==> config.mk <==
export PLATFORM = sky130hd
export DESIGN_NAME = time_set_control
export DESIGN_NICKNAME = d
export VERILOG_FILES = /design/src/rtl/time_set_control_pkg.sv /design/src/rtl/time_set_control_key_debounce.sv /design/src/rtl/time_set_control.sv
export SDC_FILE = /design/constraint.sdc
export NUM_CORES = 1
export LEC_CHECK = 0
export BUFFER_PORTS_ARGS = -buffer_cell sky130_fd_sc_hd__buf_2
export CAP_MARGIN = 20
export CORE_MARGIN = 2
export CORE_UTILIZATION = 39
export CTS_CLUSTER_SIZE = 12
export DETAILED_ROUTE_END_ITERATION = 16
export GPL_TIMING_DRIVEN = 0
export HOLD_SLACK_MARGIN = 0.15
export MAX_ROUTING_LAYER = met4
export PLACE_DENSITY = 0.63
export SYNTH_ARGS = -nofsm -noshare
export SYNTH_HDL_FRONTEND = slang
export SYNTH_SLANG_ARGS = --single-unit
==> constraint.sdc <==
create_clock -name clk -period 1.8 [get_ports clk]
set_input_delay 0.18 -clock clk [delete_from_list [all_inputs] [get_ports clk]]
set_output_delay 0.18 -clock clk [all_outputs]
set_load 0.03 [all_outputs]
==> src/rtl/time_set_control_pkg.sv <==
// Shared watch definitions: FSM state encoding, display flash-select codes,
// field limits and wrap-around helpers used by the time-setting logic.
package time_set_control_pkg;

   // State encoding doubles as the sel code driven to the display
   typedef enum logic [1:0] {
      StRun     = 2'b00,
      StSetSec  = 2'b01,
      StSetMin  = 2'b10,
      StSetHour = 2'b11
   } state_e;

   // Flash-select codes consumed by the display block
   localparam logic [1:0] SEL_NONE = 2'b00;
   localparam logic [1:0] SEL_SEC  = 2'b01;
   localparam logic [1:0] SEL_MIN  = 2'b10;
   localparam logic [1:0] SEL_HOUR = 2'b11;

   // Field limits (inclusive)
   localparam logic [5:0] MAX_SEC  = 6'd59;
   localparam logic [5:0] MAX_MIN  = 6'd59;
   localparam logic [5:0] MAX_HOUR = 6'd23;

   // +1 with wrap max -> 0
   function automatic logic [5:0] wrap_inc(input logic [5:0] val, input logic [5:0] max);
      return (val >= max) ? 6'd0 : val + 6'd1;
   endfunction

   // -1 with wrap 0 -> max
   function automatic logic [5:0] wrap_dec(input logic [5:0] val, input logic [5:0] max);
      return (val == 6'd0) ? max : val - 6'd1;
   endfunction

endpackage

==> src/rtl/time_set_control_key_debounce.sv <==
// Raw key conditioning: 2-flop synchronizer, stability-count debounce and a
// one-cycle pulse on each accepted 0->1 level change.
module key_debounce
   import time_set_control_pkg::*;
#(
   parameter int unsigned DEBOUNCE_CYCLES = 500_000
) (
   input  logic clk,
   input  logic reset,
   input  logic key_i,
   output logic press_o
);

   localparam int unsigned CntW = (DEBOUNCE_CYCLES > 1) ? $clog2(DEBOUNCE_CYCLES) : 1;
   localparam logic [CntW-1:0] CntMax = CntW'(DEBOUNCE_CYCLES - 1);

   logic            sync1_q, sync1_d;
   logic            sync2_q, sync2_d;
   logic            vld1_q, vld1_d;
   logic            vld2_q, vld2_d;
   logic            arm_q, arm_d;
   logic            level_q, level_d;
   logic [CntW-1:0] cnt_q, cnt_d;
   logic            press_q, press_d;

   // Next-state: synchronize, count stable mismatch cycles, pulse on accepted rise
   always_comb begin
      sync1_d = key_i;
      sync2_d = sync1_q;
      // vld tracks when the synchronizer holds real key samples after reset
      vld1_d  = 1'b1;
      vld2_d  = vld1_q;
      // Arm only once the key has been seen low, so a key held through reset
      // never produces a press when its level is finally accepted
      arm_d   = arm_q | (vld2_q & ~sync2_q);
      level_d = level_q;
      cnt_d   = '0;
      press_d = 1'b0;
      if (sync2_q != level_q) begin
         if (cnt_q == CntMax) begin
            level_d = sync2_q;
            press_d = sync2_q & arm_q;
         end else begin
            cnt_d = cnt_q + CntW'(1);
         end
      end
   end

   // State registers with synchronous reset
   always_ff @(posedge clk) begin
      if (reset) begin
         sync1_q <= 1'b0;
         sync2_q <= 1'b0;
         vld1_q  <= 1'b0;
         vld2_q  <= 1'b0;
         arm_q   <= 1'b0;
         level_q <= 1'b0;
         cnt_q   <= '0;
         press_q <= 1'b0;
      end else begin
         sync1_q <= sync1_d;
         sync2_q <= sync2_d;
         vld1_q  <= vld1_d;
         vld2_q  <= vld2_d;
         arm_q   <= arm_d;
         level_q <= level_d;
         cnt_q   <= cnt_d;
         press_q <= press_d;
      end
   end

   assign press_o = press_q;

endmodule

==> src/rtl/time_set_control.sv <==
// Watch time keeping and setting: a 1 s prescaler drives hh:mm:ss in RUN; the
// mode key cycles through seconds/minutes/hours setting, where up/down keys
// adjust only the selected field.
module time_set_control
   import time_set_control_pkg::*;
#(
   parameter int unsigned DEBOUNCE_CYCLES = 500_000,
   parameter int unsigned TICK_DIV        = 50_000_000
) (
   input  logic       clk,
   input  logic       reset,
   input  logic       key_mode,
   input  logic       key_up,
   input  logic       key_down,
   output logic [5:0] hours,
   output logic [5:0] mins,
   output logic [5:0] secs,
   output logic [1:0] sel,
   output logic       tick
);

   localparam int unsigned PrescW = (TICK_DIV > 1) ? $clog2(TICK_DIV) : 1;
   localparam logic [PrescW-1:0] PrescMax = PrescW'(TICK_DIV - 1);

   logic mode_press;
   logic up_press;
   logic down_press;
   logic adj_up;
   logic adj_dn;

   state_e            state_q, state_d;
   logic [PrescW-1:0] presc_q, presc_d;
   logic              tick_q, tick_d;
   logic [5:0]        hours_q, hours_d;
   logic [5:0]        mins_q, mins_d;
   logic [5:0]        secs_q, secs_d;

   key_debounce #(
      .DEBOUNCE_CYCLES(DEBOUNCE_CYCLES)
   ) u_key_mode (
      .clk    (clk),
      .reset  (reset),
      .key_i  (key_mode),
      .press_o(mode_press)
   );

   key_debounce #(
      .DEBOUNCE_CYCLES(DEBOUNCE_CYCLES)
   ) u_key_up (
      .clk    (clk),
      .reset  (reset),
      .key_i  (key_up),
      .press_o(up_press)
   );

   key_debounce #(
      .DEBOUNCE_CYCLES(DEBOUNCE_CYCLES)
   ) u_key_down (
      .clk    (clk),
      .reset  (reset),
      .key_i  (key_down),
      .press_o(down_press)
   );

   // Simultaneous up and down cancel each other
   assign adj_up = up_press & ~down_press;
   assign adj_dn = down_press & ~up_press;

   // Next-state: mode transitions win over ticks and adjustments
   always_comb begin
      state_d = state_q;
      presc_d = presc_q;
      tick_d  = 1'b0;
      hours_d = hours_q;
      mins_d  = mins_q;
      secs_d  = secs_q;
      case (state_q)
         StRun: begin
            if (mode_press) begin
               // A coinciding tick is dropped: the second is not counted
               state_d = StSetSec;
               presc_d = '0;
            end else if (presc_q == PrescMax) begin
               presc_d = '0;
               tick_d  = 1'b1;
               secs_d  = wrap_inc(secs_q, MAX_SEC);
               if (secs_q == MAX_SEC) begin
                  mins_d = wrap_inc(mins_q, MAX_MIN);
                  if (mins_q == MAX_MIN) begin
                     hours_d = wrap_inc(hours_q, MAX_HOUR);
                  end
               end
            end else begin
               presc_d = presc_q + PrescW'(1);
            end
         end
         StSetSec: begin
            presc_d = '0;
            if (mode_press) begin
               state_d = StSetMin;
            end else if (adj_up) begin
               secs_d = wrap_inc(secs_q, MAX_SEC);
            end else if (adj_dn) begin
               secs_d = wrap_dec(secs_q, MAX_SEC);
            end
         end
         StSetMin: begin
            presc_d = '0;
            if (mode_press) begin
               state_d = StSetHour;
            end else if (adj_up) begin
               mins_d = wrap_inc(mins_q, MAX_MIN);
            end else if (adj_dn) begin
               mins_d = wrap_dec(mins_q, MAX_MIN);
            end
         end
         StSetHour: begin
            // Prescaler stays 0 so the first tick after RUN is a full period away
            presc_d = '0;
            if (mode_press) begin
               state_d = StRun;
            end else if (adj_up) begin
               hours_d = wrap_inc(hours_q, MAX_HOUR);
            end else if (adj_dn) begin
               hours_d = wrap_dec(hours_q, MAX_HOUR);
            end
         end
         default: begin
            state_d = StRun;
            presc_d = '0;
         end
      endcase
   end

   // FSM, prescaler and time registers with synchronous reset
   always_ff @(posedge clk) begin
      if (reset) begin
         state_q <= StRun;
         presc_q <= '0;
         tick_q  <= 1'b0;
         hours_q <= 6'd0;
         mins_q  <= 6'd0;
         secs_q  <= 6'd0;
      end else begin
         state_q <= state_d;
         presc_q <= presc_d;
         tick_q  <= tick_d;
         hours_q <= hours_d;
         mins_q  <= mins_d;
         secs_q  <= secs_d;
      end
   end

   assign hours = hours_q;
   assign mins  = mins_q;
   assign secs  = secs_q;
   assign sel   = state_q;
   assign tick  = tick_q;

endmodule

==> impl_metrics.toml <==
[detailed_routing]
ant_nets = 0
vias = 5259
m1WireLength_um = 6260
drt-total-wl_um = 13700
wire_per_inst_um = 13.8
firstDrtPassIters = 5
viasPerCell = 5.31
drtIter0Drc = 366
topRoutingLayerUsed = "met4"
wl_met2_um = 6640
drc = 0
dr_wl_met3_um = 610

[setup_path]
r2r_cells = 7
cp_cell_sequence = "or3b_4 > nand3b_4 > buf_6 > o31ai_4 > buf_4 > a21o_1 > a31oi_1"
start_kind = "register"
cp_num_buf_inv = 2
slowest_delay_ps = 390
cp-end-kind = "register"
path_max_fanout = 5
required_ps = 2080
cp.depth = 7
cp-endpoint = "secs[0]"
rr_endpoint = "secs[0]"
path_class = "register to register"
cp-startpoint = "presc_q[11]"
rrSetupSlack_ps = -120
timing.rr.start = "presc_q[11]"
cp_data_arrival_time_ps = 2200
crit_family = "simple AND/OR/NAND/NOR gates"
critPathSlowestCell = "or3b_4"

[floorplanning]
pin_count = 26
fp.dieArea_um2 = 16500
coreArea_um2 = 15100
die_y_um = 128
die_width_um = 128
initial_core_util_pct = 39.8
placementRows = 45

[placed_design]
port_buffers = 25
place_ws_ps = -415
dpl.hpwl_um = 8630
dpl_cell_area_um2 = 6490
gp_congestion = 0.874

[synth]
synth.most_common_cell = "nor2_1"
syn-num-nets = 735
synth_common_cells = "nor2_1, dfxtp_1, xnor2_1"
synth-edff-count = 0
synth_top_cell_area_share_pct = 40.2
async_flop_share_pct = 0
ys_seq_area_share_pct = 40.2
syn_area_um2 = 6030
yosysTopAreaCell = "dfxtp_1"
syn-instance-count = 711
synthDistinctLibCells = 65
yosys_most_used_dff = "dfxtp_1"
synth_area_leaders = "dfxtp_1, nor2_1, xnor2_1, ha_1, xor2_1"
yosys_warnings = 0
syn_area_per_cell_um2 = 8.48
ys_ff_latch = 121

[grt]
grt_first_pass_wirelength_um = 22800
grt_pass1_vias = 4873
grt_usage_pct = 17.7
antenna_found_initial = 0
grt_max_degree = 17
gr-total-overflow = 0

[layout]
layout-drive-gt1-share_pct = 26.5
nFillCells = 1353
nets = 815
final_util_pct = 52.3
final_cell_area_um2 = 7920
area_delta_synth_final_pct = 31.3
regArea_um2 = 2470
multi_input_area_um2 = 3810
diodes = 0

[cts]
tritoncts = "done"
clk_pin_slew_worst_paths_ps = 60
cts_buffers = 17
clk_root_buffer_cell = "clkbuf_16"
cts_buffer_depth = 2
htree_num_levels = 4
cts_sinks = 121
clock_latency_ps = 420

[sta]
slew_headroom_pct = 50.6
period_share_pct = 107
rsz0062_at_grt = "true"
fin_ws_ps = -125
drv_slew = 0
max_freq_mhz = 520
final-hold-violation-count = 0
setup_viol = 49
holdWs_ps = 171
tightest_slew_ps = 741
period_needed_ps = 1920
skew_ps = 9.84

[min_path]
min_from = "reset"
hp-class = "input port to register"

[power_and_ir_drop]
ir_drop_v = 0.000788
power_density_nw_per_um2 = 978
leakagePower_nw = 2.91

[status]
status = "complete, but fails checks"
violations = "setup timing"

[job]
maxCapViolCount = 0
-- cell usage in the layout (no fill, tap or decap), types with 19 or more instances in the layout --
cell type,n
inv_1,34
buf_2,26
nand3_1,39
xor2_1,25
dfxtp_1,93
nor2_1,106
dfxtp_2,24
xnor2_1,52
buf_4,31
nor3_1,19
nand2_1,42
-- repair_timing --
item                                    CTS  global route
endpoints found under the setup margin   95            82
gates cloned                              1             2
gates resized for setup                  42            86
hold buffers                              3             0
pin swaps                                18            34
endpoints found under the hold margin     3             0
setup buffers                            24            10
-- how the worst min path moves through the flow --
| stage | end | slack (ps) | depth (start not counted) |
|---|---|---|---|
| finish | u_key_down.vld1_q | 170 | 2 |
| global route | u_key_down.vld1_q | 170 | 2 |
| CTS | u_key_down.vld1_q | 150 | 2 |
| detailed placement | u_key_down.sync1_q | 430 | 2 |
| global placement | u_key_down.vld2_q | 410 | 1 |
| floorplan | u_key_down.sync1_q | 310 | 1 |
-- report_power, final --
part	switching, mW	leakage, nW	total [mW]	internal [mW]
logic	0.694	1.62	1.21	0.517
clock network	1.24	0.306	3.66	2.42
registers	0.108	0.993	2.87	2.76
total	2.04	2.91	7.75	5.70
-- per-stage QoR --
step	std cells	total power, mW	TNS (ps)
2_1_floorplan	711	3.62	-361
3_3_place_gp	924	3.86	-18910
3_5_place_dp	924	3.86	-17530
4_1_cts	980	7.73	-2000
5_1_grt	991	8.07	-5140
6_report	991	7.75	-1810
-- cell families (layout without fill, tap and decap cells) --
kind of cell,after synthesis,in the layout,share of synthesized area (%)
flops,121,121,40.2
buf+inv,58,150,4.15
xor+xnor,77,77,11.2
simple gates,336,336,28.0
mux,6,6,0.996
fa+ha+maj,19,19,3.94
compound gates,94,94,11.5
-- routing by layer --
layer	global-route usage, %	vias to the layer above
li1	-	2655
met1	21.2	2465
met2	27.7	118
met3	5.34	21
met4	6.92	0
met5	-	-
-- area by class of cell --
class	count	share of cell area, %
clock inverter	10	2.10
sequential	121	31.2
buffer	19	1.85
inverter	35	1.66
timing repair buffer	65	6.23
clock buffer	21	5.94
multi-input combinational	532	48.1
tap	188	2.97
-- state kept, by name, indices dropped and copies added, names as in the netlist, 2 cells and up --
register,cells
u_key_up.cnt_q,19
hours,6
u_key_down.cnt_q,19
secs,6
sel,2
presc_q,26
u_key_mode.cnt_q,19
mins,6
Power figures use the tool's default switching activity.
